### src/rtl/qr_read_arbiter.sv
// qr_read_arbiter: round-robin arbiter sharing one frame-buffer BRAM read
// port between the QR pipeline requesters (pattern finder, cross/center
// finder, module sampler). Grants are combinational; a {valid, owner} tag
// pipeline of depth READ_LATENCY routes each returned pixel to its owner.
// Optional feature macro: QR_ARB_LOCK_EN (adds lock_in, lets the last
// granted requester keep the port while it holds lock_in and req_in).
module qr_read_arbiter #(
  parameter int NUM_REQ      = 3,
  parameter int ADDR_WIDTH   = 20,
  parameter int READ_LATENCY = 2
) (
  input  logic                          clk_in,
  input  logic                          rst_in,
  input  logic [NUM_REQ-1:0]            req_in,
  input  logic [NUM_REQ*ADDR_WIDTH-1:0] req_addr_in,
  output logic [NUM_REQ-1:0]            gnt_out,
`ifdef QR_ARB_LOCK_EN
  input  logic [NUM_REQ-1:0]            lock_in,
`endif
  output logic [ADDR_WIDTH-1:0]         mem_addr_out,
  input  logic                          mem_pixel_in,
  output logic                          rdata_out,
  output logic [NUM_REQ-1:0]            rdata_valid_out,
  output logic                          busy_out
);

  localparam int unsigned NREQ  = NUM_REQ;
  localparam int unsigned PTR_W = (NUM_REQ > 1) ? $clog2(NUM_REQ) : 1;

  logic [PTR_W-1:0]      ptr;
  logic [PTR_W-1:0]      gnt_idx;
  logic                  found;
  logic [ADDR_WIDTH-1:0] addr_arr [NUM_REQ];

  // Tag pipeline: bit NUM_REQ is valid, low bits are the one-hot owner.
  logic [NUM_REQ:0]        pipe [READ_LATENCY];
  logic [READ_LATENCY-1:0] stage_valid;
  logic [NUM_REQ:0]        last_tag;

  for (genvar g = 0; g < NUM_REQ; g++) begin : g_unpack
    assign addr_arr[g] = req_addr_in[g*ADDR_WIDTH +: ADDR_WIDTH];
  end

  // Round-robin search starting just after the last-granted requester.
  always_comb begin
    found   = 1'b0;
    gnt_idx = '0;
    for (int unsigned i = 1; i <= NREQ; i++) begin
      logic [PTR_W-1:0] cand;
      cand = PTR_W'((32'(ptr) + i) % NREQ);
      if (!found && req_in[cand]) begin
        found   = 1'b1;
        gnt_idx = cand;
      end
    end
`ifdef QR_ARB_LOCK_EN
    if (lock_in[ptr] && req_in[ptr]) begin
      found   = 1'b1;
      gnt_idx = ptr;
    end
`endif
    if (rst_in) begin
      found = 1'b0;
    end
  end

  // Grant vector and BRAM address of the winner.
  always_comb begin
    gnt_out      = '0;
    mem_addr_out = '0;
    if (found) begin
      gnt_out[gnt_idx] = 1'b1;
      mem_addr_out     = addr_arr[gnt_idx];
    end
  end

  // Last-grant pointer; reset value makes requester 0 win first.
  always_ff @(posedge clk_in) begin
    if (rst_in) begin
      ptr <= PTR_W'(NREQ - 1);
    end else if (found) begin
      ptr <= gnt_idx;
    end
  end

  // Stage 0 captures the current grant every cycle.
  always_ff @(posedge clk_in) begin
    if (rst_in) begin
      pipe[0] <= '0;
    end else begin
      pipe[0] <= {found, gnt_out};
    end
  end

  for (genvar s = 1; s < READ_LATENCY; s++) begin : g_stage
    // Shift tags toward the return stage; reset drops reads in flight.
    always_ff @(posedge clk_in) begin
      if (rst_in) begin
        pipe[s] <= '0;
      end else begin
        pipe[s] <= pipe[s-1];
      end
    end
  end

  for (genvar s = 0; s < READ_LATENCY; s++) begin : g_valid
    assign stage_valid[s] = pipe[s][NUM_REQ];
  end

  assign last_tag = pipe[READ_LATENCY-1];

  // Return path and busy flag, forced quiet while reset is asserted.
  always_comb begin
    rdata_valid_out = '0;
    if (!rst_in && last_tag[NUM_REQ]) begin
      rdata_valid_out = last_tag[NUM_REQ-1:0];
    end
    rdata_out = (|rdata_valid_out) & mem_pixel_in;
    busy_out  = !rst_in && (found || (|stage_valid));
  end

endmodule

### config.mk
export PLATFORM = sky130hd
export DESIGN_NAME = qr_read_arbiter
export DESIGN_NICKNAME = d
export VERILOG_FILES = /design/src/rtl/qr_read_arbiter.sv
export SDC_FILE = /design/constraint.sdc
export NUM_CORES = 1
export LEC_CHECK = 0
export ABC_AREA = 1
export CORE_MARGIN = 3
export CORE_UTILIZATION = 33
export CTS_CLUSTER_SIZE = 10
export DETAILED_ROUTE_END_ITERATION = 10
export PLACE_DENSITY = 0.77
export SYNTH_ARGS = -nofsm -noshare
export SYNTH_HDL_FRONTEND = slang
export SYNTH_SLANG_ARGS = --single-unit
### constraint.sdc
create_clock -name clk_in -period 1.9 [get_ports clk_in]
set_clock_uncertainty 0.05 [all_clocks]
set_input_delay 0.38 -clock clk_in [delete_from_list [all_inputs] [get_ports clk_in]]
set_output_delay 0.38 -clock clk_in [all_outputs]
set_load 0.05 [all_outputs]
# Yosys cells after proc, flatten, opt, wreduce, memory -nomap -nowiden
# Memory sizes are Yosys's and may differ from the RTL's.
# Cells that the tools add are included.
[totals]
reg_bits = 2
ram_bits = 8
inputBits = 66
out_inout_bits = 28
word_cells = 55
memories = 1
[op_classes]
n_addsub = 3
div_mod_pow = 3
magnitude_cmp = 6
n_mux = 26
bitwise_logic = 4
n_reduce_logical = 11
[memory_table]
columns = ["name", "words", "word_bits", "rd", "rd_ports_with_merged_regs", "write_ports", "line_no", "source"]
rows = [
  ["pipe", 2, 4, 2, 0, 2, "36", "logic [NUM_REQ:0] pipe [READ_LATENCY];"],
]
[op_table]
columns = ["operator", "n"]
rows = [
  ["remainder unit 32 x 2 -> 32 bit, second input constant", 3],
  ["two-way mux 20 bit", 3],
  ["binary-select mux 20 bit (select 2 bit)", 1],
  ["less-than comparator 2 x 3 -> 1 bit, second input constant", 4],
  ["two-way mux 1 bit", 11],
  ["two-way mux 4 bit", 2],
  ["adder 2 x 2 -> 3 bit, second input constant", 2],
  ["binary-select mux 1 bit (select 2 bit)", 3],
  ["two-way mux 2 bit", 3],
  ["two-way mux 3 bit", 2],
  ["logical AND 1 bit", 5],
  ["adder 2 x 1 -> 3 bit, second input constant", 1],
  [">= comparator 3 bit, second input constant", 1],
  ["zero test 1 bit", 3],
  ["inverter 2 -> 3 bit", 1],
  ["OR reduction 3 bit", 1],
  ["demux 1 bit (select 2 bit)", 1],
  [">= comparator 2 x 1 -> 1 bit, second input constant", 1],
  ["OR 1 bit", 2],
  ["OR reduction 2 bit", 1],
  ["bitwise AND 1 bit", 1],
  ["logical OR 1 bit", 1],
]

# Depth between registers and ports, before layout
# Gate-level depths: netlist of the first run.
[logic_depth]
ltp_word = 17
depth_mapped = 15
depth_no_buf = 13

# Worst setup path before layout of the first run
# OpenSTA, ideal clock, no wires.
[synth_path]
path_type = "register -> output"
from = "register ptr[0]"
to = "output gnt_out[1]"
t_arrival_ns = 2.105
required_ns = 1.470
slack_ns = -0.635
stages_incl_launch_ff = 11
n_path_buf = 1
path_cell_list = "dfxtp_1 > inv_1 > ha_1 > buf_6 > nand2_1 > nand3_2 > nand2_4 > nand2_2 > nor2_4 > nand2_1 > a21oi_1"
[synth_via]
elab_chain_len = 16
elab_cells_between_ends = 29
cone_classes = "add/sub (3); div (3); order compare (2); mux (16); reduce/logical (5)"
[synth_lines]
columns = ["element", "line_no", "source"]
rows = [
  ["start: declaration", "30", "logic [PTR_W-1:0] ptr;"],
  ["start signal: assignment", "80", "ptr <= PTR_W'(NREQ - 1);"],
  ["start signal: assignment", "82", "ptr <= gnt_idx;"],
  ["adder 2 x 1 -> 3 bit", "50", "cand = PTR_W'((32'(ptr) + i) % NREQ);"],
  ["remainder unit 32 x 2 -> 32 bit", "50", ""],
  ["binary-select mux 1 bit (select 2 bit)", "51", "if (!found && req_in[cand]) begin"],
  ["two-way mux 1 bit (not written as such)", "51", ""],
  ["two-way mux 1 bit", "51", ""],
  ["zero test 1 bit", "51", ""],
  ["logical AND 1 bit", "51", ""],
  ["two-way mux 1 bit", "51", ""],
  ["zero test 1 bit", "51", ""],
  ["logical AND 1 bit", "51", ""],
  ["two-way mux 2 bit", "51", ""],
  ["less-than comparator 2 x 3 -> 1 bit (not written as such) / >= comparator 2 x 1 -> 1 bit (equally long branches)", "72", "gnt_out[gnt_idx] = 1'b1;"],
  ["logical AND 1 bit (not written as such)", "72", ""],
  ["two-way mux 1 bit (not written as such)", "72", ""],
  ["demux 1 bit (select 2 bit)", "72", ""],
  ["two-way mux 3 bit *", "71", "if (found) begin"],
  ["end: declaration", "16", "output logic [NUM_REQ-1:0] gnt_out,"],
]
# Mark *: on every way between the ends. The rest lies on a longest branch, timed or not. The select of a mux whose other input is x is not followed.

# Worst setup path in the final report of the first run
[layout_path]
from = "input req_in[2]"
to = "output mem_addr_out[14]"
[layout_via]
elab_chain_len = 14
elab_cells_between_ends = 22
cone_classes = "mux (17); bitwise (1); reduce/logical (4)"
[layout_lines]
columns = ["element", "line_no", "source"]
rows = [
  ["start: declaration", "14", "input logic [NUM_REQ-1:0] req_in,"],
  ["binary-select mux 1 bit (select 2 bit)", "51", ""],
  ["two-way mux 1 bit (not written as such)", "51", ""],
  ["two-way mux 1 bit", "51", ""],
  ["zero test 1 bit", "51", ""],
  ["logical AND 1 bit", "51", ""],
  ["two-way mux 1 bit", "51", ""],
  ["zero test 1 bit", "51", ""],
  ["logical AND 1 bit", "51", ""],
  ["two-way mux 2 bit", "51", ""],
  ["inverter 2 -> 3 bit (not written as such)", "73", "mem_addr_out = addr_arr[gnt_idx];"],
  ["binary-select mux 20 bit (select 2 bit)", "73", ""],
  ["two-way mux 20 bit (not written as such) (2 in a row)", "73", ""],
  ["two-way mux 20 bit *", "71", ""],
  ["end: declaration", "20", "output logic [ADDR_WIDTH-1:0] mem_addr_out,"],
]
# Marks and branches as above.

==> impl_metrics.env, run 1 <==
export IMPL_status="finished, violations left"
export IMPL_failed_checks="setup timing"
export IMPL_yosysWarnings=0
export IMPL_tritoncts="built"
export IMPL_cpPeakStageDelay_ns=0.48
export IMPL_final_core_util=0.813
export IMPL_final_cells=421
export IMPL_start_kind="primary input"
export IMPL_clkSinkCount=10
export IMPL_synth_seq_cells=10
export IMPL_synth_top_area_frac=0.166
export IMPL_clockRootBuffer="clkbuf_8"
export IMPL_gp_congestion=0.874
export IMPL_required_ns=1.47
export IMPL_grtUsageTotal=0.194
export IMPL_core_um2=4120
export IMPL_start_util=0.352
export IMPL_critPathMaxFanout=16
export IMPL_clk_latency_ns=0.24
export IMPL_async_reset_ff_frac=0
export IMPL_critPathKind="in2out"
export IMPL_wl_per_cell_um=12.1
export IMPL_synthFlopType="dfxtp_1"
export IMPL_fill_cells=272
export IMPL_fp_dieArea_um2=5220
export IMPL_tightest_slew_ns=0.227
export IMPL_grt_max_degree=22
export IMPL_syn_inst=251
export IMPL_hold_class="reg2reg"
export IMPL_ys_types=28
export IMPL_post_route_period_util=1.37
export IMPL_synth_area_leader_cell="nand3_1"
export IMPL_antenna_found_initial=0
export IMPL_dieWidth_um=72.2
export IMPL_cp_data_arrival_time_ns=2.17
export IMPL_drive_gt1_frac=0.453
export IMPL_drc=0
export IMPL_synth_area_per_cell_um2=5.77
export IMPL_antenna_cells=0
export IMPL_crit_chain="clkdlybuf4s50_1 -> inv_1 -> o21ai_1 -> nand2_2 -> nand4_1 -> nand2_2 -> nor2_4 -> buf_12 -> nand3_2 -> nand2_4 -> buf_12"
export IMPL_core_rowCount=23
export IMPL_drtPass1Iterations=4
export IMPL_synth_area_top_cells="nand3_1 17%, inv_1 15%, nand2_1 15%, dfxtp_1 14%, nand2_2 10%"
export IMPL_final_setup_viol_count=26
export IMPL_cts_buffers=3
export IMPL_cap_viol_max_count=0
export IMPL_crit_family="buffers and inverters"
export IMPL_synthToLayoutAreaGrowth_pct=131
export IMPL_ctsLongestPathBuffers=2
export IMPL_path_clk_slew_ns=0.05
export IMPL_synthTopCellsByCount="59 x inv_1, 56 x nand2_1, 48 x nand3_1, 24 x nand2_2"
export IMPL_routed_wirelength_um=5110
export IMPL_ant_nets=0
export IMPL_fmax_mhz=385
export IMPL_synth_edff_count=0
export IMPL_drt_iter0_drc=67
export IMPL_drv_slew=0
export IMPL_h_tree_depth=1
export IMPL_yosysMostFrequentCell="inv_1"
export IMPL_cp_end_kind="output pin"
export IMPL_port_buffers=93
export IMPL_rsz0062_at_grt="true"
export IMPL_seq_area_frac_synth=0.138
export IMPL_grt_overflow=0
export IMPL_syn_nets=321
export IMPL_viasPerCell=4.59
export IMPL_nNetsFinal=442
export IMPL_slew_headroom=0.848
export IMPL_grt_pass1_vias=1921
export IMPL_die_h_um=72.2
export IMPL_hpwl_um=3870
export IMPL_period_minus_slack_ns=2.60
export IMPL_pin_count=94
export IMPL_via_count=1934
export IMPL_hold_violations=0
export IMPL_setup_slack_ns=-0.697
export IMPL_syn_area_um2=1450
export IMPL_worst_path_buf_inv=4
export IMPL_slowest_stage="clkdlybuf4s50_1"
export IMPL_fin_tns_setup_ns=-15.94
export IMPL_grt_first_pass_wirelength_um=8240
export IMPL_dp_cells=409
==> layer usage <==
layer  vias to the layer above  wire length [um]  global-route usage
met1                       850              2050               0.235
met3                        12               398              0.0332
met2                        78              2550               0.334
met5                         -                 0                   0
li1                        994                 -                   -
met4                         0               114              0.0877
==> logic make-up (layout without fill, tap and decap cells) <==
kind of cell / Yosys count / after routing / share of synthesized area
AND/OR/NAND/NOR: 151 / 151 / 0.521
buffers and inverters: 75 / 195 / 0.250
AO/OA/AOI/OAI: 11 / 11 / 0.0562
flip-flops: 10 / 10 / 0.138
adder cells (fa/ha/maj): 4 / 4 / 0.0346
==> worst reg2reg max path: stages (launching register included) <==
cell and delay (ns):
dfxtp_4 0.36, inv_2 0.05, ha_4 0.32, inv_6 0.05, nand2_2 0.06, nand3_2 0.10, nand2_4 0.12, nand2_2 0.08
nor2_4 0.12, buf_4 0.12, buf_4 0.09, nand2_1 0.07, buf_4 0.14, a31oi_1 0.11
==> placed cells by master, fill, tap and decap left out, types with 2 or more instances in the layout <==
master | netlist | layout
a31oi_1 | 3 | 2
buf_12 | 2 | 30
buf_4 | 2 | 26
buf_6 | 3 | 5
clkbuf_8 | 0 | 4
clkdlybuf4s50_1 | 0 | 64
dfxtp_1 | 10 | 8
ha_4 | 0 | 2
inv_1 | 59 | 55
inv_2 | 2 | 6
inv_6 | 2 | 2
nand2_1 | 56 | 33
nand2_2 | 24 | 25
nand2_4 | 3 | 25
nand3_1 | 48 | 25
nand3_2 | 3 | 25
nor2_1 | 10 | 6
nor2_2 | 1 | 3
nor2_4 | 2 | 4
==> timing repair <==
action                                  CTS  global route
setup buffers                             3             3
pin swaps                                 5             5
endpoints found under the setup margin   27            29
cloned                                    0             2
hold buffers                              0             0
gates resized for setup                  29            10
==> sequential cells by signal (all words and copies together), names as in the netlist <==
name	count
pipe	8
ptr	2
==> area by class of cell <==
| class | instances | area [um2] | area share |
|---|---|---|---|
| well taps | 50 | 62.6 | 0.0187 |
| clock buffers | 4 | 55.1 | 0.0165 |
| repair inverters | 1 | 8.76 | 0.00262 |
| multi-input cells | 166 | 1250 | 0.374 |
| flip-flops and latches | 10 | 205 | 0.0613 |
| inverters | 64 | 260 | 0.0778 |
| repair buffers | 126 | 1500 | 0.449 |
==> final timing paths <==
| path | from | slack, ns | to | cells after the start |
|---|---|---|---|---|
| min reg2reg | pipe[0][2] | 0.35 | pipe[1][2] | 2 |
| max | req_in[2] | -0.70 | mem_addr_out[14] | 11 |
| min | pipe[0][2] | 0.35 | pipe[1][2] | 2 |
| max reg2reg | ptr[0] | -0.01 | ptr[0] | 13 |
==> stage by stage <==
step                      hold WS (ns)  setup WS [ns]  cell area (um2)
after floorplan                  0.338         -0.302             1710
after global placement           0.341         -0.693             3080
after detailed placement         0.350         -0.757             3080
after CTS                        0.356         -0.683             3270
after global routing             0.365         -0.804             3350
final                            0.353         -0.697             3350
Power of run 1 is left out: the tool's default activity adds up to more than one toggle a clock period on the data nets, which glitch-free logic cannot reach.
==> run 2, diff against run 1 <==
Settings changed: SKIP_LAST_GASP set to 1.
==> impl_metrics.env, run 2 (synthesis results as in run 1) <==
export IMPL_status="finished, violations left"
export IMPL_ant_nets=0
export IMPL_hp_start="pipe[0][2]"
export IMPL_fill_cells=252
export IMPL_synthToLayoutAreaGrowth_pct=136
export IMPL_clk_latency_ns=0.24
export IMPL_final_core_util=0.830
export IMPL_slowest_stage="dfxtp_4"
export IMPL_cp_startpoint="ptr[0]"
export IMPL_rsz0062_at_grt="true"
export IMPL_required_ns=1.47
export IMPL_final_cells=420
export IMPL_path_clk_slew_ns=0.05
export IMPL_final_common_cell="clkdlybuf4s50_1"
export IMPL_drc=0
export IMPL_viasPerCell=4.68
export IMPL_critPathMaxFanout=8
export IMPL_core_rowCount=23
export IMPL_cts_buffers=3
export IMPL_nNetsFinal=441
export IMPL_grt_first_pass_wirelength_um=8140
export IMPL_holdWs_ns=0.351
export IMPL_largest_reg_flops=8
export IMPL_cap_viol_max_count=0
export IMPL_setup_slack_ns=-0.737
export IMPL_port_buffers=93
export IMPL_clkSinkCount=10
export IMPL_post_route_period_util=1.39
export IMPL_hold_violations=0
export IMPL_routed_wirelength_um=5330
export IMPL_top_regs="pipe (8), ptr (2)"
export IMPL_cp_end_kind="output pin"
export IMPL_crit_chain="inv_4 -> ha_4 -> buf_6 -> o21ai_4 -> nand2_4 -> nand4_1 -> nand2_2 -> nor2_4 -> clkbuf_16 -> nand3_4 -> nand2_4 -> buf_12"
export IMPL_slew_headroom=0.848
export IMPL_h_tree_depth=1
export IMPL_failed_checks="setup timing"
export IMPL_final_setup_viol_count=25
export IMPL_dp_cells=409
export IMPL_fp_dieArea_um2=5220
export IMPL_grt_pass1_vias=1902
export IMPL_critPathKind="reg2out"
export IMPL_r2r_start="ptr[0]"
export IMPL_final_cell_mix="64 x clkdlybuf4s50_1, 55 x inv_1, 33 x nand2_1, 30 x buf_12, 26 x nand3_1"
export IMPL_cpPeakStageDelay_ns=0.37
export IMPL_crit_family="simple AND/OR/NAND/NOR gates"
export IMPL_drtPass1Iterations=4
export IMPL_drt_iter0_drc=51
export IMPL_tightest_slew_ns=0.227
export IMPL_via_count=1967
export IMPL_clockRootBuffer="clkbuf_8"
export IMPL_start_kind="flop"
export IMPL_antenna_cells=0
export IMPL_wl_per_cell_um=12.7
export IMPL_hold_class="reg2reg"
export IMPL_cp_data_arrival_time_ns=2.21
export IMPL_antenna_found_initial=0
export IMPL_period_minus_slack_ns=2.64
export IMPL_top_register="pipe"
export IMPL_drv_slew=0
export IMPL_core_um2=4120
export IMPL_gp_congestion=0.874
export IMPL_tritoncts="built"
export IMPL_drive_gt1_frac=0.451
export IMPL_start_util=0.352
export IMPL_die_h_um=72.2
export IMPL_pin_count=94
export IMPL_dieWidth_um=72.2
export IMPL_path_common_cell="nand2_4"
export IMPL_grt_overflow=0
export IMPL_ctsLongestPathBuffers=2
export IMPL_grtUsageTotal=0.191
export IMPL_hpwl_um=3870
export IMPL_fmax_mhz=379
export IMPL_worst_path_buf_inv=4
export IMPL_grt_max_degree=22
[run 2: cell types whose count changed in the layout (fill, tap and decap cells not counted)]
cell	before	now
o21ai_1	1	0
nand3_1	25	26
clkbuf_16	0	1
inv_4	1	2
nand3_4	1	9
o21ai_2	0	1
buf_4	26	25
inv_6	2	1
nand3_2	25	16
inv_2	6	5
[run 2: layout make-up]
cell class / count / area [um2] / share of cell area
timing repair buffer: 126 / 1520 / 0.445
multi-input combinational: 166 / 1310 / 0.384
inverter: 64 / 263 / 0.0769
sequential: 10 / 205 / 0.0601
tap: 50 / 62.6 / 0.0183
clock buffer: 4 / 55.1 / 0.0161
[run 2: worst reg2reg max path, delay by kind of cell (launching register included)]
kind                     cells  cell delay (ns)
AND/OR/NAND/NOR              5             0.64
flip-flops                   1             0.37
AO/OA/AOI/OAI                1             0.15
adder cells (fa/ha/maj)      1             0.25
buffers and inverters        3             0.40
[run 2: final timing paths]
| kind | end | cells past startpoint | slack [ns] |
|---|---|---|---|
| hold reg to reg | pipe[1][2] | 2 | 0.35 |
| hold / removal | pipe[1][2] | 2 | 0.35 |
| setup / recovery | mem_addr_out[16] | 12 | -0.74 |
| setup reg to reg | pipe[0][0] | 10 | -0.01 |
[run 2: per-layer routing]
layer / share of wire / routed length [um] / GRT usage / up-vias
li1: - / - / - / 994
met5: 0 / 0 / 0 / -
met3: 0.076 / 403 / 0.0319 / 18
met4: 0.029 / 157 / 0.0835 / 0
met2: 0.52 / 2770 / 0.327 / 80
met1: 0.37 / 2000 / 0.234 / 875
[run 2: metrics by stage]
| stage | area [um2] | setup TNS [ns] | worst slack (ns) |
|---|---|---|---|
| after floorplan | 1710 | -6.46 | -0.302 |
| after global placement | 3080 | -16.05 | -0.693 |
| after detailed placement | 3080 | -17.32 | -0.757 |
| after CTS | 3240 | -15.76 | -0.703 |
| after global routing | 3420 | -18.95 | -0.818 |
| final | 3420 | -16.74 | -0.737 |
[run 2: timing repair]
item / CTS / global route
hold buffers: 0 / 0
resized for setup: 23 / 24
cloned: 0 / 1
buffers inserted: 3 / 3
pin swaps: 4 / 16
endpoints found under the setup margin: 27 / 29
Power of run 2 is left out for the same reason.
